$ cat src/rtl/cart_bus_pkg.sv
// Shared definitions for the cartridge bus responder: FSM encoding, default
// bus-cycle timing and the chip-select address window.
package cart_bus_pkg;

    localparam int CNT_W          = 4;
    localparam int SETUP_CYC_DEF  = 2;
    localparam int ACCESS_CYC_DEF = 4;
    localparam int HOLD_CYC_DEF   = 1;

    localparam logic [15:0] CART_CS_LO = 16'hA000;
    localparam logic [15:0] CART_CS_HI = 16'hFDFF;

    typedef enum logic [1:0] {
        ST_IDLE,
        ST_SETUP,
        ST_ACCESS,
        ST_HOLD
    } state_e;

    // External RAM / echo region decoded onto the cartridge CS pin.
    function automatic logic in_cs_window(input logic [15:0] addr);
        return (addr >= CART_CS_LO) && (addr <= CART_CS_HI);
    endfunction

endpackage

$ cat src/rtl/cart_bus_ctrl_if.sv
// Request/response handshake between internal ROM readers (master) and the
// cartridge bus responder (slave).
interface cart_bus_ctrl_if;
    logic [15:0] rom_addr;
    logic        rom_rd;
    logic        rom_wr;
    logic [7:0]  rom_wdata;
    logic [7:0]  rom_data;
    logic        rom_bsy;
    logic        req_drop;

    modport master (
        output rom_addr, rom_rd, rom_wr, rom_wdata,
        input  rom_data, rom_bsy, req_drop
    );

    modport slave (
        input  rom_addr, rom_rd, rom_wr, rom_wdata,
        output rom_data, rom_bsy, req_drop
    );
endinterface

$ cat src/rtl/cart_bus_ctrl.sv
// Runs one timed DMG-style cartridge bus cycle per accepted request and
// returns the read byte; all cartridge pins are driven from flops.
module cart_bus_ctrl
    import cart_bus_pkg::*;
#(
    parameter int SETUP_CYC  = SETUP_CYC_DEF,
    parameter int ACCESS_CYC = ACCESS_CYC_DEF,
    parameter int HOLD_CYC   = HOLD_CYC_DEF
) (
    input  logic                  clk_8m,
    input  logic                  rst_n,
    cart_bus_ctrl_if.slave        bus,
    output logic [15:0]           cart_a,
    input  logic [7:0]            cart_d_in,
    output logic [7:0]            cart_d_out,
    output logic                  cart_d_oe,
    output logic                  cart_rd_n,
    output logic                  cart_wr_n,
    output logic                  cart_cs_n
);

    state_e             state_q, state_d;
    logic [CNT_W-1:0]   cnt_q, cnt_d;
    logic               dir_wr_q, dir_wr_d;
    logic [15:0]        cart_a_q, cart_a_d;
    logic [7:0]         cart_d_out_q, cart_d_out_d;
    logic               cart_d_oe_q, cart_d_oe_d;
    logic               cart_rd_n_q, cart_rd_n_d;
    logic               cart_wr_n_q, cart_wr_n_d;
    logic               cart_cs_n_q, cart_cs_n_d;
    logic [7:0]         rom_data_q, rom_data_d;
    logic               req_drop_q, req_drop_d;

    logic req_any;
    logic accept;
    logic busy_next;

    assign req_any = bus.rom_rd | bus.rom_wr;
    assign accept  = (state_q == ST_IDLE) && req_any;

    always_ff @(posedge clk_8m or negedge rst_n) begin
        if (!rst_n) begin
            state_q      <= ST_IDLE;
            cnt_q        <= '0;
            dir_wr_q     <= 1'b0;
            cart_a_q     <= '0;
            cart_d_out_q <= '0;
            cart_d_oe_q  <= 1'b0;
            cart_rd_n_q  <= 1'b1;
            cart_wr_n_q  <= 1'b1;
            cart_cs_n_q  <= 1'b1;
            rom_data_q   <= '0;
            req_drop_q   <= 1'b0;
        end else begin
            state_q      <= state_d;
            cnt_q        <= cnt_d;
            dir_wr_q     <= dir_wr_d;
            cart_a_q     <= cart_a_d;
            cart_d_out_q <= cart_d_out_d;
            cart_d_oe_q  <= cart_d_oe_d;
            cart_rd_n_q  <= cart_rd_n_d;
            cart_wr_n_q  <= cart_wr_n_d;
            cart_cs_n_q  <= cart_cs_n_d;
            rom_data_q   <= rom_data_d;
            req_drop_q   <= req_drop_d;
        end
    end

    always_comb begin
        state_d = state_q;
        cnt_d   = cnt_q;
        case (state_q)
            ST_IDLE: begin
                if (req_any) begin
                    state_d = ST_SETUP;
                    cnt_d   = CNT_W'(SETUP_CYC - 1);
                end
            end
            ST_SETUP: begin
                if (cnt_q == '0) begin
                    state_d = ST_ACCESS;
                    cnt_d   = CNT_W'(ACCESS_CYC - 1);
                end else begin
                    cnt_d = cnt_q - 1'b1;
                end
            end
            ST_ACCESS: begin
                if (cnt_q == '0) begin
                    state_d = ST_HOLD;
                    cnt_d   = CNT_W'(HOLD_CYC - 1);
                end else begin
                    cnt_d = cnt_q - 1'b1;
                end
            end
            ST_HOLD: begin
                if (cnt_q == '0) begin
                    state_d = ST_IDLE;
                end else begin
                    cnt_d = cnt_q - 1'b1;
                end
            end
            default: state_d = ST_IDLE;
        endcase
    end

    // Pin flops are loaded from the next-state view so each pin changes on the
    // same edge as the state it belongs to.
    always_comb begin
        dir_wr_d     = accept ? ~bus.rom_rd : dir_wr_q;
        cart_a_d     = accept ? bus.rom_addr : cart_a_q;
        cart_d_out_d = (accept && !bus.rom_rd) ? bus.rom_wdata : cart_d_out_q;
        busy_next    = (state_d != ST_IDLE);
        cart_cs_n_d  = ~(busy_next && in_cs_window(cart_a_d));
        cart_d_oe_d  = busy_next && dir_wr_d;
        cart_rd_n_d  = ~((state_d == ST_ACCESS) && !dir_wr_d);
        cart_wr_n_d  = ~((state_d == ST_ACCESS) && dir_wr_d);
        rom_data_d   = rom_data_q;
        if ((state_q == ST_ACCESS) && (cnt_q == '0) && !dir_wr_q) begin
            rom_data_d = cart_d_in;
        end
        // Busy collision, or the write half of a simultaneous read+write.
        req_drop_d = ((state_q != ST_IDLE) && req_any) ||
                     ((state_q == ST_IDLE) && bus.rom_rd && bus.rom_wr);
    end

    assign bus.rom_bsy  = (state_q != ST_IDLE) | req_any;
    assign bus.rom_data = rom_data_q;
    assign bus.req_drop = req_drop_q;
    assign cart_a       = cart_a_q;
    assign cart_d_out   = cart_d_out_q;
    assign cart_d_oe    = cart_d_oe_q;
    assign cart_rd_n    = cart_rd_n_q;
    assign cart_wr_n    = cart_wr_n_q;
    assign cart_cs_n    = cart_cs_n_q;

endmodule
$ cat src/flat_wrapper.sv
// flat-port wrapper written by rule: the top's interface ports become plain ports
module cart_bus_ctrl_flat import cart_bus_pkg::*;
#(
    parameter int SETUP_CYC  = SETUP_CYC_DEF,
    parameter int ACCESS_CYC = ACCESS_CYC_DEF,
    parameter int HOLD_CYC   = HOLD_CYC_DEF
)
  (clk_8m, rst_n, cart_a, cart_d_in, cart_d_out, cart_d_oe, cart_rd_n, cart_wr_n, cart_cs_n, bus_rom_addr, bus_rom_rd, bus_rom_wr, bus_rom_wdata, bus_rom_data, bus_rom_bsy, bus_req_drop);
  cart_bus_ctrl_if bus_i ();
  input  logic clk_8m;
  input  logic rst_n;
  output logic [15:0] cart_a;
  input  logic [7:0] cart_d_in;
  output logic [7:0] cart_d_out;
  output logic cart_d_oe;
  output logic cart_rd_n;
  output logic cart_wr_n;
  output logic cart_cs_n;
  input wire logic [$bits(bus_i.rom_addr)-1:0] bus_rom_addr;
  input wire logic [$bits(bus_i.rom_rd)-1:0] bus_rom_rd;
  input wire logic [$bits(bus_i.rom_wr)-1:0] bus_rom_wr;
  input wire logic [$bits(bus_i.rom_wdata)-1:0] bus_rom_wdata;
  output wire logic [$bits(bus_i.rom_data)-1:0] bus_rom_data;
  output wire logic [$bits(bus_i.rom_bsy)-1:0] bus_rom_bsy;
  output wire logic [$bits(bus_i.req_drop)-1:0] bus_req_drop;
  assign bus_i.rom_addr = bus_rom_addr;
  assign bus_i.rom_rd = bus_rom_rd;
  assign bus_i.rom_wr = bus_rom_wr;
  assign bus_i.rom_wdata = bus_rom_wdata;
  assign bus_rom_data = bus_i.rom_data;
  assign bus_rom_bsy = bus_i.rom_bsy;
  assign bus_req_drop = bus_i.req_drop;
  cart_bus_ctrl #(.SETUP_CYC(SETUP_CYC), .ACCESS_CYC(ACCESS_CYC), .HOLD_CYC(HOLD_CYC)) u_core (.clk_8m(clk_8m), .rst_n(rst_n), .bus(bus_i), .cart_a(cart_a), .cart_d_in(cart_d_in), .cart_d_out(cart_d_out), .cart_d_oe(cart_d_oe), .cart_rd_n(cart_rd_n), .cart_wr_n(cart_wr_n), .cart_cs_n(cart_cs_n));
endmodule
$ cat config.mk
export PLATFORM = sky130hd
export DESIGN_NAME = cart_bus_ctrl_flat
export DESIGN_NICKNAME = d
export VERILOG_FILES = /design/src/rtl/cart_bus_pkg.sv /design/src/rtl/cart_bus_ctrl_if.sv /design/src/rtl/cart_bus_ctrl.sv /design/src/flat_wrapper.sv
export SDC_FILE = /design/constraint.sdc
export NUM_CORES = 1
export LEC_CHECK = 0
export ABC_AREA = 1
export CAP_MARGIN = 0
export CORE_UTILIZATION = 44
export DETAILED_ROUTE_END_ITERATION = 6
export GPL_ROUTABILITY_DRIVEN = 0
export GPL_TIMING_DRIVEN = 0
export HOLD_SLACK_MARGIN = 0.15
export PLACE_DENSITY = 0.79
export SYNTH_ARGS = -nofsm -noshare
export SYNTH_HDL_FRONTEND = slang
export SYNTH_SLANG_ARGS = --single-unit
$ cat constraint.sdc
create_clock -name clk_8m -period 1.65 [get_ports clk_8m]
set_input_delay 0.165 -clock clk_8m [delete_from_list [all_inputs] [get_ports clk_8m]]
set_output_delay 0.165 -clock clk_8m [all_outputs]
set_load 0.005 [all_outputs]
==> results.sh, run 1 <==
export IMPL_cts_root_buffer="clkbuf_8"
export IMPL_fmaxAchievable_ghz=0.668
export IMPL_layout_drive_gt1_share_pct=16.1
export IMPL_relSlewSlack_pct=74.4
export IMPL_vdd_ir_drop_worst_mv=0.786
export IMPL_grt_pass1_vias=1760
export IMPL_drv_slew=0
export IMPL_hold_ws_ns=0.293
export IMPL_rsz0062_at_grt="no"
export IMPL_cts_tree="yes"
export IMPL_antenna_found_initial=0
export IMPL_cts_buffers=5
export IMPL_cp_required_ns=1.48
export IMPL_num_vias=1726
export IMPL_first_pass_iters=5
export IMPL_yosysTopAreaCell="dfrtp_1"
export IMPL_yosysWarnings=0
export IMPL_worstSetupStartpoint="u_core.state_q[1]$_DFF_PN0_"
export IMPL_dp_hpwl_um=3220
export IMPL_clk_latency_ns=0.29
export IMPL_setup_tns_ns=0
export IMPL_cts_htree_levels=2
export IMPL_skew_ns=0.0112
export IMPL_syn_area_per_cell_um2=9.17
export IMPL_synth_area_mm2=0.00205
export IMPL_synth_nets=262
export IMPL_start_util_pct=46.5
export IMPL_worstSetupPathType="reg -> out"
export IMPL_core_area_mm2=0.00441
export IMPL_fp_row_count=24
export IMPL_cap_violations=0
export IMPL_setup_viol=0
export IMPL_grt_util_all_layers_pct=19.8
export IMPL_place_inst=350
export IMPL_crit_fanout=10
export IMPL_finalHoldViolCount=0
export IMPL_clock_path_buffers=2
export IMPL_avgRoutedWirePerCell_um=12.2
export IMPL_status="finished, final reports clean"
export IMPL_overflow=0
export IMPL_clock_sinks=44
export IMPL_synth_seq_cells=44
export IMPL_synth_cell_type_count=27
export IMPL_worst_slack_ns=0.154
export IMPL_dieArea_mm2=0.00495
export IMPL_drt_iter0_drc=91
export IMPL_max_slew_worst_pin_slew_ns=0.382
export IMPL_portBuffers=73
export IMPL_reg2reg_from="u_core.cnt_q[0]$_DFFE_PN0P_"
export IMPL_post_route_period_util_pct=90.7
export IMPL_synth_ff_type="dfrtp_1"
export IMPL_vias_per_cell=4.77
export IMPL_async_flop_share_pct=100
export IMPL_final_cell_mix="nand2_1, clkdlybuf4s50_1, dfrtp_1"
export IMPL_finalWorstPathRequiredPeriod_ns=1.50
export IMPL_grt_pass1_wl_um=7610
export IMPL_wl_um=4400
export IMPL_min_path_type="in -> async"
export IMPL_yosysSeqAreaShare_pct=53.8
export IMPL_synthCells=224
export IMPL_worstSetupEndpointType="output port"
export IMPL_startpoint_type="flip-flop"
export IMPL_nNetsFinal=347
export IMPL_crit_arrival_ns=1.33
export IMPL_ioPinCount=74
export IMPL_clk_pin_slew_ns=0.08
export IMPL_layout_cells_non_filler=362
export IMPL_syn_to_final_growth_pct=46.7
export IMPL_synth_edf_count=0
export IMPL_final_common_cell="nand2_1"
export IMPL_p_per_area_mw_per_mm2=1780
export IMPL_antenna_left=0
export IMPL_drc=0
export IMPL_placed_area_mm2=0.00287
export IMPL_dp_slack_ns=-0.0185
export IMPL_die_h_um=70.3
export IMPL_ys_top_cells_by_area="dfrtp_1, nand2_1, nand3_1, dfstp_2, inv_1"
export IMPL_synth_top_cell_area_share_pct=49.9
export IMPL_antenna_cells=0
export IMPL_die_w_um=70.3
export IMPL_final_area_mm2=0.00301
export IMPL_power_leakage_nw=1.46
export IMPL_grt_max_degree=33
## report_power, final
part           leakage (nW)  total, mW  internal (mW)  switching [mW]
Combinational         0.895       2.69           1.40            1.30
Clock                0.0552      0.792          0.449           0.343
Sequential            0.514       1.87           1.61           0.260
Total                  1.46       5.35           3.45            1.90
## stage by stage
step	util (%)	power, mW
after global placement	64.6	4.41
after CTS	68.1	5.39
after global routing	68.3	5.77
final	68.3	5.35
after floorplan	-	3.27
after detailed placement	64.9	4.51
## metal layers
metal / up-vias / GRT usage, % / part of all wire, %
met1: 799 / 22.2 / 41
met2: 52 / 34.6 / 52
li1: 865 / - / -
met5: - / 0 / 0
met4: 0 / 9.33 / 2.0
met3: 10 / 5.05 / 5.2
## sequential cells by signal (all words and copies together), names as in the netlist
name                 flops
u_core.bus.req_drop      1
u_core.bus.rom_data      8
u_core.cart_a           16
u_core.cart_cs_n         1
u_core.cart_d_oe         1
u_core.cart_d_out        8
u_core.cart_rd_n         1
u_core.cart_wr_n         1
u_core.cnt_q             4
u_core.dir_wr_q          1
u_core.state_q           2
## kinds of logic (layout without fill, tap and decap cells)
group           after synthesis  count (layout)  synth area share (%)
compound gates               13              13                  4.38
simple gates                133             133                  32.5
fa+ha+maj                     2               2                  1.22
flops                        44              44                  53.8
buf+inv                      32             118                  8.10
## synth_stat cells, types with 3 or more instances
library cell	count
dfrtp_1	41
nand2_1	81
nand2_2	5
nor2_1	6
nand3_1	23
nand3b_1	4
buf_6	3
inv_1	20
nor2_2	3
inv_2	5
nand2_4	4
o21ai_0	5
dfstp_2	3
o21ai_1	3
## critical path, cell delays in order, from the launching register on
cell and delay (ns):
dfrtp_2 0.43, nor2_4 0.12, buf_6 0.15, nand2_4 0.06
dlygate4sd2_1 0.27
## layout make-up
type	count	area, µm²
sequential	44	1110
multi-input combinational	148	791
clock buffer	6	72.6
fill	361	1400
inverter	28	113
timing repair buffer	78	777
clock inverter	2	35.0
buffer	4	53.8
tap	52	65.1
## repair_timing
item                                   CTS  global route
endpoints found under the hold margin   41             0
setup buffers                            3             0
gates resized for setup                  3             4
pin swaps                                1             0
hold buffers                             1             0
setup endpoints to repair                1            10
## worst paths after layout
path / to / slack, ns / cells past startpoint
setup reg to reg: u_core.bus.rom_data[7]$_DFFE_PN0P_ / 0.16 / 9
hold reg to reg: u_core.cart_d_out[3]$_DFFE_PN0P_ / 0.47 / 2
setup / recovery: bus_rom_bsy / 0.15 / 4
hold / removal: u_core.bus.rom_data[3]$_DFFE_PN0P_ / 0.29 / 2
max in group asynchronous: u_core.cart_cs_n$_DFF_PN1_ / 0.81 / 3
min in group clk_8m: u_core.cart_a[3]$_DFF_PN0_ / 0.40 / 3
Power figures use the tool's default switching activity.
==> inputs of run 2 (changes only) <==
--- a/config.mk
+++ b/config.mk
@@ -8,6 +8,7 @@
 export ABC_AREA = 1
 export CAP_MARGIN = 0
 export CORE_UTILIZATION = 44
+export CTS_BUF_LIST = sky130_fd_sc_hd__clkbuf_8 sky130_fd_sc_hd__clkbuf_16
 export DETAILED_ROUTE_END_ITERATION = 6
 export GPL_ROUTABILITY_DRIVEN = 0
 export GPL_TIMING_DRIVEN = 0
==> run 2 against run 1 <==
Sequential share of layout area unchanged. Clock power decreased by 0.6%. Total power decreased by 0.10%. Sequential power about the same.
==> results.sh, run 2 (same netlist as run 1, synthesis figures left out) <==
export IMPL_met2_usage_pct=34.6
export IMPL_post_route_period_util_pct=90.7
export IMPL_placed_area_mm2=0.00287
export IMPL_dieArea_mm2=0.00495
export IMPL_cts_tree="yes"
export IMPL_clock_path_buffers=2
export IMPL_largest_register_ffs=16
export IMPL_skew_ns=0.0113
export IMPL_dp_hpwl_um=3220
export IMPL_worstSetupStartpoint="u_core.state_q[1]$_DFF_PN0_"
export IMPL_crit_arrival_ns=1.33
export IMPL_ioPinCount=74
export IMPL_grt_use_met1_pct=22.2
export IMPL_grt_pass1_vias=1760
export IMPL_finalWorstPathRequiredPeriod_ns=1.50
export IMPL_portBuffers=73
export IMPL_p_per_area_mw_per_mm2=1770
export IMPL_avgRoutedWirePerCell_um=12.2
export IMPL_setup_tns_ns=0
export IMPL_power_leakage_nw=1.47
export IMPL_drc=0
export IMPL_cts_buffers=5
export IMPL_drv_slew=0
export IMPL_reg2reg_depth=9
export IMPL_worstSetupPathType="reg -> out"
export IMPL_grt_max_degree=33
export IMPL_clk_pin_slew_ns=0.08
export IMPL_vdd_ir_drop_worst_mv=0.786
export IMPL_min_path_type="in -> async"
export IMPL_place_inst=350
export IMPL_num_vias=1726
export IMPL_layout_cells_non_filler=362
export IMPL_final_cell_mix="nand2_1, clkdlybuf4s50_1, dfrtp_1"
export IMPL_antenna_cells=0
export IMPL_crit_fanout=10
export IMPL_fmaxAchievable_ghz=0.668
export IMPL_worstSetupEndpointType="output port"
export IMPL_antenna_found_initial=0
export IMPL_start_util_pct=46.5
export IMPL_grt_busiest_layer="met2"
export IMPL_finalHoldViolCount=0
export IMPL_startpoint_type="flip-flop"
export IMPL_core_area_mm2=0.00441
export IMPL_drt_iter0_drc=91
export IMPL_clock_sinks=44
export IMPL_die_h_um=70.3
export IMPL_relSlewSlack_pct=74.4
export IMPL_cts_htree_levels=2
export IMPL_status="finished, final reports clean"
export IMPL_setup_viol=0
export IMPL_final_util_pct=68.3
export IMPL_antenna_left=0
export IMPL_grt_util_met3_pct=5.05
export IMPL_nNetsFinal=347
export IMPL_hold_ws_ns=0.293
export IMPL_num_fill_cells=361
export IMPL_fp_row_count=24
export IMPL_regToRegSetupSlack_ns=0.16
export IMPL_final_area_mm2=0.00301
export IMPL_cp_required_ns=1.48
export IMPL_final_common_cell="nand2_1"
export IMPL_overflow=0
export IMPL_endpoint="bus_rom_bsy"
export IMPL_layout_drive_gt1_share_pct=16.1
export IMPL_syn_to_final_growth_pct=46.7
export IMPL_vias_per_cell=4.77
export IMPL_cts_root_buffer="clkbuf_8"
export IMPL_grt_util_all_layers_pct=19.8
export IMPL_first_pass_iters=5
export IMPL_die_w_um=70.3
export IMPL_clk_latency_ns=0.29
export IMPL_wl_um=4400
export IMPL_rsz0062_at_grt="no"
export IMPL_reg2reg_from="u_core.cnt_q[0]$_DFFE_PN0P_"
export IMPL_cap_violations=0
export IMPL_grt_pass1_wl_um=7610
export IMPL_r2r_end="u_core.bus.rom_data[7]$_DFFE_PN0P_"
export IMPL_max_slew_worst_pin_slew_ns=0.382
## run 2: changes by cell type in the layout (fill, tap and decap cells not counted)
cell / previous run / this run
clkbuf_1: 1 / 0
inv_1: 18 / 19
## run 2: layout make-up
| type | instances | area, µm² | area share, % |
|---|---|---|---|
| sequential | 44 | 1110 | 36.7 |
| multi-input combinational | 148 | 791 | 26.2 |
| timing repair buffer | 78 | 777 | 25.8 |
| inverter | 28 | 113 | 3.74 |
| clock buffer | 5 | 68.8 | 2.28 |
| tap | 52 | 65.1 | 2.16 |
| buffer | 4 | 53.8 | 1.78 |
| clock inverter | 3 | 38.8 | 1.29 |
## run 2: what timing repair did
action | in CTS | in global routing
pin swaps | 1 | 0
gates cloned | 0 | 0
hold buffers | 1 | 0
setup endpoints to repair | 1 | 10
endpoints found under the hold margin | 41 | 0
resized for setup | 3 | 4
setup buffers | 3 | 0
## run 2: routing by layer
| metal | vias up | part of all wire, % | routed length (µm) |
|---|---|---|---|
| met5 | - | 0 | 0 |
| met4 | 0 | 2.0 | 89 |
| met3 | 10 | 5.2 | 227 |
| met2 | 52 | 52 | 2300 |
| met1 | 799 | 41 | 1790 |
| li1 | 865 | - | - |
## run 2: where the power goes
group          internal (mW)  switching, mW  total (mW)
registers               1.61          0.260        1.87
logic                   1.40           1.30        2.69
clock network          0.443          0.344       0.787
total                   3.45           1.90        5.34
## run 2: stage by stage
stage | power, mW | setup slack [ns]
2_1_floorplan | 3.27 | 0.222
3_3_place_gp | 4.41 | -0.741
3_5_place_dp | 4.51 | -0.0185
4_1_cts | 5.38 | 0.0481
5_1_grt | 5.77 | 0.0162
6_report | 5.34 | 0.153
## run 2: how the worst min path moves through the flow
stage | end | slack (ns) | depth (start not counted)
2_1_floorplan | u_core.bus.req_drop$_DFF_PN0_ | -0.13 | 0
3_3_place_gp | u_core.cart_d_out[1]$_DFFE_PN0P_ | 0.45 | 2
3_5_place_dp | u_core.cart_a[14]$_DFF_PN0_ | 0.08 | 1
4_1_cts | u_core.bus.rom_data[2]$_DFFE_PN0P_ | 0.29 | 2
5_1_grt | u_core.cnt_q[3]$_DFFE_PN0P_ | 0.33 | 2
6_report | u_core.bus.rom_data[3]$_DFFE_PN0P_ | 0.29 | 2
## run 2: critical path: stages (launching register included)
cell and delay, ns:
dfrtp_2 0.43, nor2_4 0.12, buf_6 0.15, nand2_4 0.06
dlygate4sd2_1 0.27
